[src/rtl/argmax_classifier_if.sv]
// Logit-vector handshake and result bus between the network top level and the
// argmax decision stage.
interface argmax_classifier_if #(
    parameter int NUM_CLASSES = 10,
    parameter int DATA_W      = 16,
    parameter int IDX_W       = 4
);
    logic                     valid_in;
    logic signed [DATA_W-1:0] logits_in [0:NUM_CLASSES-1];
    logic                     busy;
    logic                     valid_out;
    logic [IDX_W-1:0]         class_out;
    logic signed [DATA_W-1:0] max_score;
    logic [DATA_W:0]          margin_out;
    logic                     overrun;

    modport master (
        output valid_in,
        output logits_in,
        input  busy,
        input  valid_out,
        input  class_out,
        input  max_score,
        input  margin_out,
        input  overrun
    );

    modport slave (
        input  valid_in,
        input  logits_in,
        output busy,
        output valid_out,
        output class_out,
        output max_score,
        output margin_out,
        output overrun
    );
endinterface

[src/rtl/argmax_classifier.sv]
// Sequential argmax over a captured logit vector: one comparator, one class per
// cycle, reporting winning index, its score and the top-1/top-2 margin.
module argmax_classifier #(
    parameter int NUM_CLASSES = 10,
    parameter int DATA_W      = 16,
    parameter int IDX_W       = 4
) (
    input  logic               clk,
    input  logic               rstN,
    argmax_classifier_if.slave bus
);

    typedef enum logic [1:0] {
        IDLE = 2'd0,
        SCAN = 2'd1,
        DONE = 2'd2
    } state_e;

    localparam logic [IDX_W-1:0]         LAST_IDX = IDX_W'(NUM_CLASSES - 1);
    localparam logic signed [DATA_W-1:0] MIN_VAL  = {1'b1, {(DATA_W-1){1'b0}}};

    state_e state_q, state_d;

    logic signed [DATA_W-1:0] buf_q [0:NUM_CLASSES-1];
    logic signed [DATA_W-1:0] buf_d [0:NUM_CLASSES-1];
    logic signed [DATA_W-1:0] best_q, best_d;
    logic signed [DATA_W-1:0] second_q, second_d;
    logic [IDX_W-1:0]         best_idx_q, best_idx_d;
    logic [IDX_W-1:0]         idx_q, idx_d;
    logic                     busy_q, busy_d;
    logic                     valid_out_q, valid_out_d;
    logic [IDX_W-1:0]         class_q, class_d;
    logic signed [DATA_W-1:0] max_score_q, max_score_d;
    logic [DATA_W:0]          margin_q, margin_d;
    logic                     overrun_q, overrun_d;

    logic                     accept_s;
    logic                     last_s;
    logic signed [DATA_W-1:0] cand_s;

    assign accept_s = bus.valid_in && (state_q == IDLE);
    assign last_s   = (state_q == SCAN) && (idx_q == LAST_IDX);
    assign cand_s   = buf_q[idx_q];

    // State register.
    always_ff @(posedge clk or negedge rstN) begin
        if (!rstN) begin
            state_q <= IDLE;
        end else begin
            state_q <= state_d;
        end
    end

    // Next-state logic.
    always_comb begin
        state_d = state_q;
        case (state_q)
            IDLE: begin
                if (bus.valid_in) begin
                    state_d = SCAN;
                end else begin
                    state_d = IDLE;
                end
            end
            SCAN: begin
                if (idx_q == LAST_IDX) begin
                    state_d = DONE;
                end else begin
                    state_d = SCAN;
                end
            end
            DONE:    state_d = IDLE;
            default: state_d = IDLE;
        endcase
    end

    // Datapath and output next values; results are latched on the final compare
    // so they appear registered during DONE.
    always_comb begin
        buf_d       = buf_q;
        best_d      = best_q;
        second_d    = second_q;
        best_idx_d  = best_idx_q;
        idx_d       = idx_q;
        class_d     = class_q;
        max_score_d = max_score_q;
        margin_d    = margin_q;

        if (accept_s) begin
            buf_d      = bus.logits_in;
            best_d     = bus.logits_in[0];
            best_idx_d = {IDX_W{1'b0}};
            second_d   = MIN_VAL;
            idx_d      = IDX_W'(1);
        end else if (state_q == SCAN) begin
            if (cand_s > best_q) begin
                second_d   = best_q;
                best_d     = cand_s;
                best_idx_d = idx_q;
            end else if (cand_s > second_q) begin
                second_d = cand_s;
            end else begin
                second_d = second_q;
            end
            idx_d = idx_q + IDX_W'(1);
        end else begin
            idx_d = idx_q;
        end

        if (last_s) begin
            class_d     = best_idx_d;
            max_score_d = best_d;
            margin_d    = {best_d[DATA_W-1], best_d} - {second_d[DATA_W-1], second_d};
        end else begin
            class_d     = class_q;
            max_score_d = max_score_q;
            margin_d    = margin_q;
        end

        valid_out_d = last_s;
        busy_d      = (state_d != IDLE);
        overrun_d   = overrun_q | (bus.valid_in && (state_q != IDLE));
    end

    // Datapath and output registers.
    always_ff @(posedge clk or negedge rstN) begin
        if (!rstN) begin
            for (int i = 0; i < NUM_CLASSES; i++) begin
                buf_q[i] <= {DATA_W{1'b0}};
            end
            best_q      <= {DATA_W{1'b0}};
            second_q    <= {DATA_W{1'b0}};
            best_idx_q  <= {IDX_W{1'b0}};
            idx_q       <= {IDX_W{1'b0}};
            busy_q      <= 1'b0;
            valid_out_q <= 1'b0;
            class_q     <= {IDX_W{1'b0}};
            max_score_q <= {DATA_W{1'b0}};
            margin_q    <= {(DATA_W+1){1'b0}};
            overrun_q   <= 1'b0;
        end else begin
            buf_q       <= buf_d;
            best_q      <= best_d;
            second_q    <= second_d;
            best_idx_q  <= best_idx_d;
            idx_q       <= idx_d;
            busy_q      <= busy_d;
            valid_out_q <= valid_out_d;
            class_q     <= class_d;
            max_score_q <= max_score_d;
            margin_q    <= margin_d;
            overrun_q   <= overrun_d;
        end
    end

    assign bus.busy       = busy_q;
    assign bus.valid_out  = valid_out_q;
    assign bus.class_out  = class_q;
    assign bus.max_score  = max_score_q;
    assign bus.margin_out = margin_q;
    assign bus.overrun    = overrun_q;

endmodule

[src/flat_wrapper.sv]
// flat-port wrapper written by rule: the top's interface ports become plain ports
module argmax_classifier_flat 
#(
    parameter int NUM_CLASSES = 10,
    parameter int DATA_W      = 16,
    parameter int IDX_W       = 4
)
  (clk, rstN, bus_valid_in, bus_logits_in, bus_busy, bus_valid_out, bus_class_out, bus_max_score, bus_margin_out, bus_overrun);
  argmax_classifier_if #(.NUM_CLASSES(NUM_CLASSES), .DATA_W(DATA_W), .IDX_W(IDX_W)) bus_i ();
  input  logic clk;
  input  logic rstN;
  input wire logic [$bits(bus_i.valid_in)-1:0] bus_valid_in;
  input wire logic [$bits(bus_i.logits_in)-1:0] bus_logits_in;
  output wire logic [$bits(bus_i.busy)-1:0] bus_busy;
  output wire logic [$bits(bus_i.valid_out)-1:0] bus_valid_out;
  output wire logic [$bits(bus_i.class_out)-1:0] bus_class_out;
  output wire logic [$bits(bus_i.max_score)-1:0] bus_max_score;
  output wire logic [$bits(bus_i.margin_out)-1:0] bus_margin_out;
  output wire logic [$bits(bus_i.overrun)-1:0] bus_overrun;
  assign bus_i.valid_in = bus_valid_in;
  assign bus_i.logits_in = {>>{bus_logits_in}};
  assign bus_busy = bus_i.busy;
  assign bus_valid_out = bus_i.valid_out;
  assign bus_class_out = bus_i.class_out;
  assign bus_max_score = bus_i.max_score;
  assign bus_margin_out = bus_i.margin_out;
  assign bus_overrun = bus_i.overrun;
  argmax_classifier #(.NUM_CLASSES(NUM_CLASSES), .DATA_W(DATA_W), .IDX_W(IDX_W)) u_core (.clk(clk), .rstN(rstN), .bus(bus_i));
endmodule
[config.mk]
export PLATFORM = sky130hd
export DESIGN_NAME = argmax_classifier_flat
export DESIGN_NICKNAME = d
export VERILOG_FILES = /design/src/rtl/argmax_classifier_if.sv /design/src/rtl/argmax_classifier.sv /design/src/flat_wrapper.sv
export SDC_FILE = /design/constraint.sdc
export NUM_CORES = 1
export LEC_CHECK = 0
export ABC_CLOCK_PERIOD_IN_PS = 8500
export BUFFER_PORTS_ARGS = -buffer_cell sky130_fd_sc_hd__buf_2
export CAP_MARGIN = 20
export CORE_MARGIN = 5
export CORE_UTILIZATION = 35
export DETAILED_ROUTE_END_ITERATION = 12
export PLACE_DENSITY_LB_ADDON = 0.2
export RECOVER_POWER = 50
export SYNTH_ARGS = -nofsm -noshare
export SYNTH_HDL_FRONTEND = slang
export SYNTH_SLANG_ARGS = --single-unit
export TNS_END_PERCENT = 20
[constraint.sdc]
create_clock -name clk -period 8.5 [get_ports clk]
set_clock_uncertainty 0.1 [all_clocks]
set_input_delay 1.7 -clock clk [delete_from_list [all_inputs] [get_ports clk]]
set_output_delay 1.7 -clock clk [all_outputs]
set_load 0.03 [all_outputs]
==> results.txt <==
- FF+latch count, synth: about 240
- The routed layout has roughly 9900 vias.
- Global-route usage over all layers: a little under a fifth
* Insertion delay to the later sink of the worst-skew pair: between 0.5 and 0.6 ns
* Cell row count: 69
* Routed len/inst: slightly below 20 microns
- At the worst endpoint, the required time is between 8 and 9 ns.
* Total clock sinks: ~240
* Worst Hold Class: flip-flop to flip-flop
- Setup slack of the worst register-to-register path: 1.56 ns
- dfrtp_1 takes more of the synthesized area than any other cell.
- In this run the number of H-tree levels came out at 1.
- TritonCTS built the clock tree.
- First-pass detailed-route iteration total: 4
* Arrival time of data at the critical path endpoint: between 7 and 8 ns
- Post-layout nets: 1700
* Total detailed-routing wirelength: approximately 38 mm
- Family with the most delay on the worst path: compound AO/OA/AOI/OAI gates
- Outcome: finished with violations
- By area the synthesized netlist is led by dfrtp_1 (48%), nand2_1 (15%), mux4_2 (5.7%), ha_1 (5.0%), mux2_4 (1.8%).
- Post-CTS setup buffer count: 0
- Register Area: 6060 sq um
- Area taken by multi-input logic gates: about 6000 sq um
* Die height: approximately 200 microns
* Critical path startpoint category: flip-flop
- Post-route ant nets: 0
* Fin crit period: approximately 6.9 ns
- At the end of routability-driven placement, the weighted congestion stood at a little over 0.8.
- Yosys warning total: 0
- Synthesized area per cell: roughly 9.6 sq um
- Area share of the largest cell type after synthesis: between 40% and 50%
- nand2_1 is the most common cell in the netlist.
- The die is 199 microns wide.
* Buf+Inv Stages, Crit Path: 1
* Measured slew at the worst slew-check pin: roughly 3.8 ns
* Total Die Area: slightly below 40000 sq um
- Antenna diode instance count: 0
- Synthesized net count: 1528
* I/O pin count: approximately 200
- Number of input and output port buffers inserted: ~200
- Antenna violations before repair: 0
- RSZ-0062 raised after global routing: no
- Cell chosen for the clock root: clkbuf_16
- Counting stages on the worst path, the most repeated cell is a31oi_1.
- Clock slew seen by the registers of the worst setup and hold paths: around 0.060 ns
- Maximum net fanout on the critical path: 45
- The setup path with the least slack is of type flip-flop to flip-flop.
- In the routed design, unresolved DRC markers number 0.
* Pins Over Slew Limit: 282
- Commonest register cell after synthesis: dfrtp_1
* HPWL after detailed placement: 27.9 mm
- Commonest cells post-synth: nand2_1 (509), dfrtp_1 (242), clkbuf_1 (55)
- For this run, the slowest stage of the critical path takes slightly above 1 ns.
* Share of flip-flops with an asynchronous set or reset after synthesis: 100%
* Max Clock Freq: around 140 MHz
- Starting density of the core: between 30 and 40%
- The worst setup path is captured at a flip-flop.
* Violations in the final reports: capacitance limit, slew limit
- The region available for standard cell placement spans ~35000 sq um.
- Synthesis instantiated 66 different standard cells from the library.
- Worst slew margin: -150%
- Portion of the clock cycle consumed by the worst path in the final layout: slightly above 80%
* Cell with the largest stage delay on the worst path: dfrtp_4
- The via count of the first global-routing pass was ~10000.
- Chain of cells forming the critical path: mux4_2 -> a21oi_1 -> nor2_1 -> a31oi_1 -> inv_1 -> ha_1 -> nor2b_1 -> o21bai_1 -> a2111o_1 -> a31oi_1 -> nand2_1 -> or3b_1 -> o221a_2 -> ha_1 -> nor2b_1 -> o2111ai_1 -> a31oi_1 -> a31o_1 -> o41a_1 -> a2111oi_2 -> a211o_1
- Final-report hold violation count: 0
* Inserted Clock Buffers: 29
* EDFF count, synth: 0
- Average via count per standard cell: just over 5
- Gates resized during post-CTS repair numbered 0.
* Bufs on Longest Clock Path: 3
- Gate count of the mapped netlist: 1314
* First-pass GRT wire length: just under 60 mm
- Iter 0 DRT Violations: roughly 530
- Post-Syn Area: 12600 sq um
* Register area share after synthesis: between 40 and 50%
- Layout area overhead: 17.6%
* Cts hold-fix bufs: 0
* Setup violation total in the final timing report: 0
- Total of fill cells in the finished design: between 3000 and 4000
* Setup total negative slack: 0 ns
* Pin count of the biggest net entering global routing: approximately 110
- Layout cells sized above 1: between 20% and 30%
* Max_cap viols: 4
- Total global routing overflow: 0
[through the flow]
| stage | hold WS, ns | instances | util [%] | worst slack (ns) | area (sq um) |
|---|---|---|---|---|---|
| 2_1_floorplan | 0.340 | 1314 | - | 2.85 | 12600 |
| 3_3_place_gp | 0.353 | 1916 | 39.2 | 1.71 | 13900 |
| 3_5_place_dp | 0.356 | 1916 | 39.2 | 1.59 | 13900 |
| 4_1_cts | 0.370 | 1966 | 41.8 | 1.57 | 14800 |
| 5_1_grt | 0.387 | 1966 | 41.6 | 1.10 | 14800 |
| 6_report | 0.369 | 1966 | 41.6 | 1.56 | 14800 |
[path summary, 6_finish.rpt]
kind / cells past startpoint / end / start
worst max register to register: 21 / u_core.bus.margin_out[15] / u_core.idx_q[0]
worst min-delay path: 2 / u_core.buf_q[61] / u_core.buf_q[61]
worst min register to register: 2 / u_core.buf_q[61] / u_core.buf_q[61]
worst max-delay path: 21 / u_core.bus.margin_out[15] / u_core.idx_q[0]
max in group asynchronous: 2 / u_core.buf_q[148] / rstN
min in group asynchronous: 1 / u_core.bus.margin_out[0] / rstN
[logic make-up after synthesis]
| group | share of synthesized area (%) |
|---|---|
| simple gates | 20.0 |
| compound gates | 11.1 |
| mux | 10.6 |
| flops | 48.2 |
| fa+ha+maj | 5.14 |
| xor+xnor | 0.628 |
| buf+inv | 4.28 |
[registers in the layout (all words and copies together), names as in the netlist]
signal and flops:
u_core.buf_q 160, u_core.bus.margin_out 17, u_core.bus.valid_out 1, u_core.bus.busy 1
u_core.bus.max_score 16, u_core.bus.class_out 4, u_core.state_q 2, u_core.idx_q 4
u_core.best_idx_q 4, u_core.second_q 16, u_core.bus.overrun 1, u_core.best_q 16
[metal layers]
layer	routed length, microns	vias up	GRT usage (%)
li1	-	4793	-
met1	17800	4819	27.6
met2	18000	222	30.7
met3	1680	49	2.34
met4	804	0	4.28
met5	0	-	0
[cell type report]
cell class | instances | area share, %
Inverter | 42 | 1.07
Sequential cell | 242 | 41.1
Multi-Input combinational cell | 953 | 40.4
Clock inverter | 8 | 0.610
Timing Repair Buffer | 218 | 7.33
Tap cell | 461 | 3.91
Clock buffer | 42 | 5.59
[placed cells by master, fill, tap and decap left out, drive strengths merged, types with 7 or more instances in the layout]
master	synthesis	final
inv	41	41
nor2	47	47
o21a	17	17
nand2b	8	8
a21o	27	27
mux2	30	30
mux2i	22	22
mux4	32	32
o221ai	15	15
nand2	509	509
a21oi	31	31
o221a	14	14
ha	50	50
dfrtp	242	242
clkinv	1	7
nand3	24	24
a31oi	7	7
o21ai	49	49
clkbuf	55	85
buf	22	175
[tightest hold or removal path, delay by kind of cell (launching register included)]
family | cells | cell delay (ns)
flops | 1 | 0.34
simple gates | 2 | 0.10
Power is not shown: default switching activity piles up to over one toggle a cycle in this logic, so the estimate is an artifact.
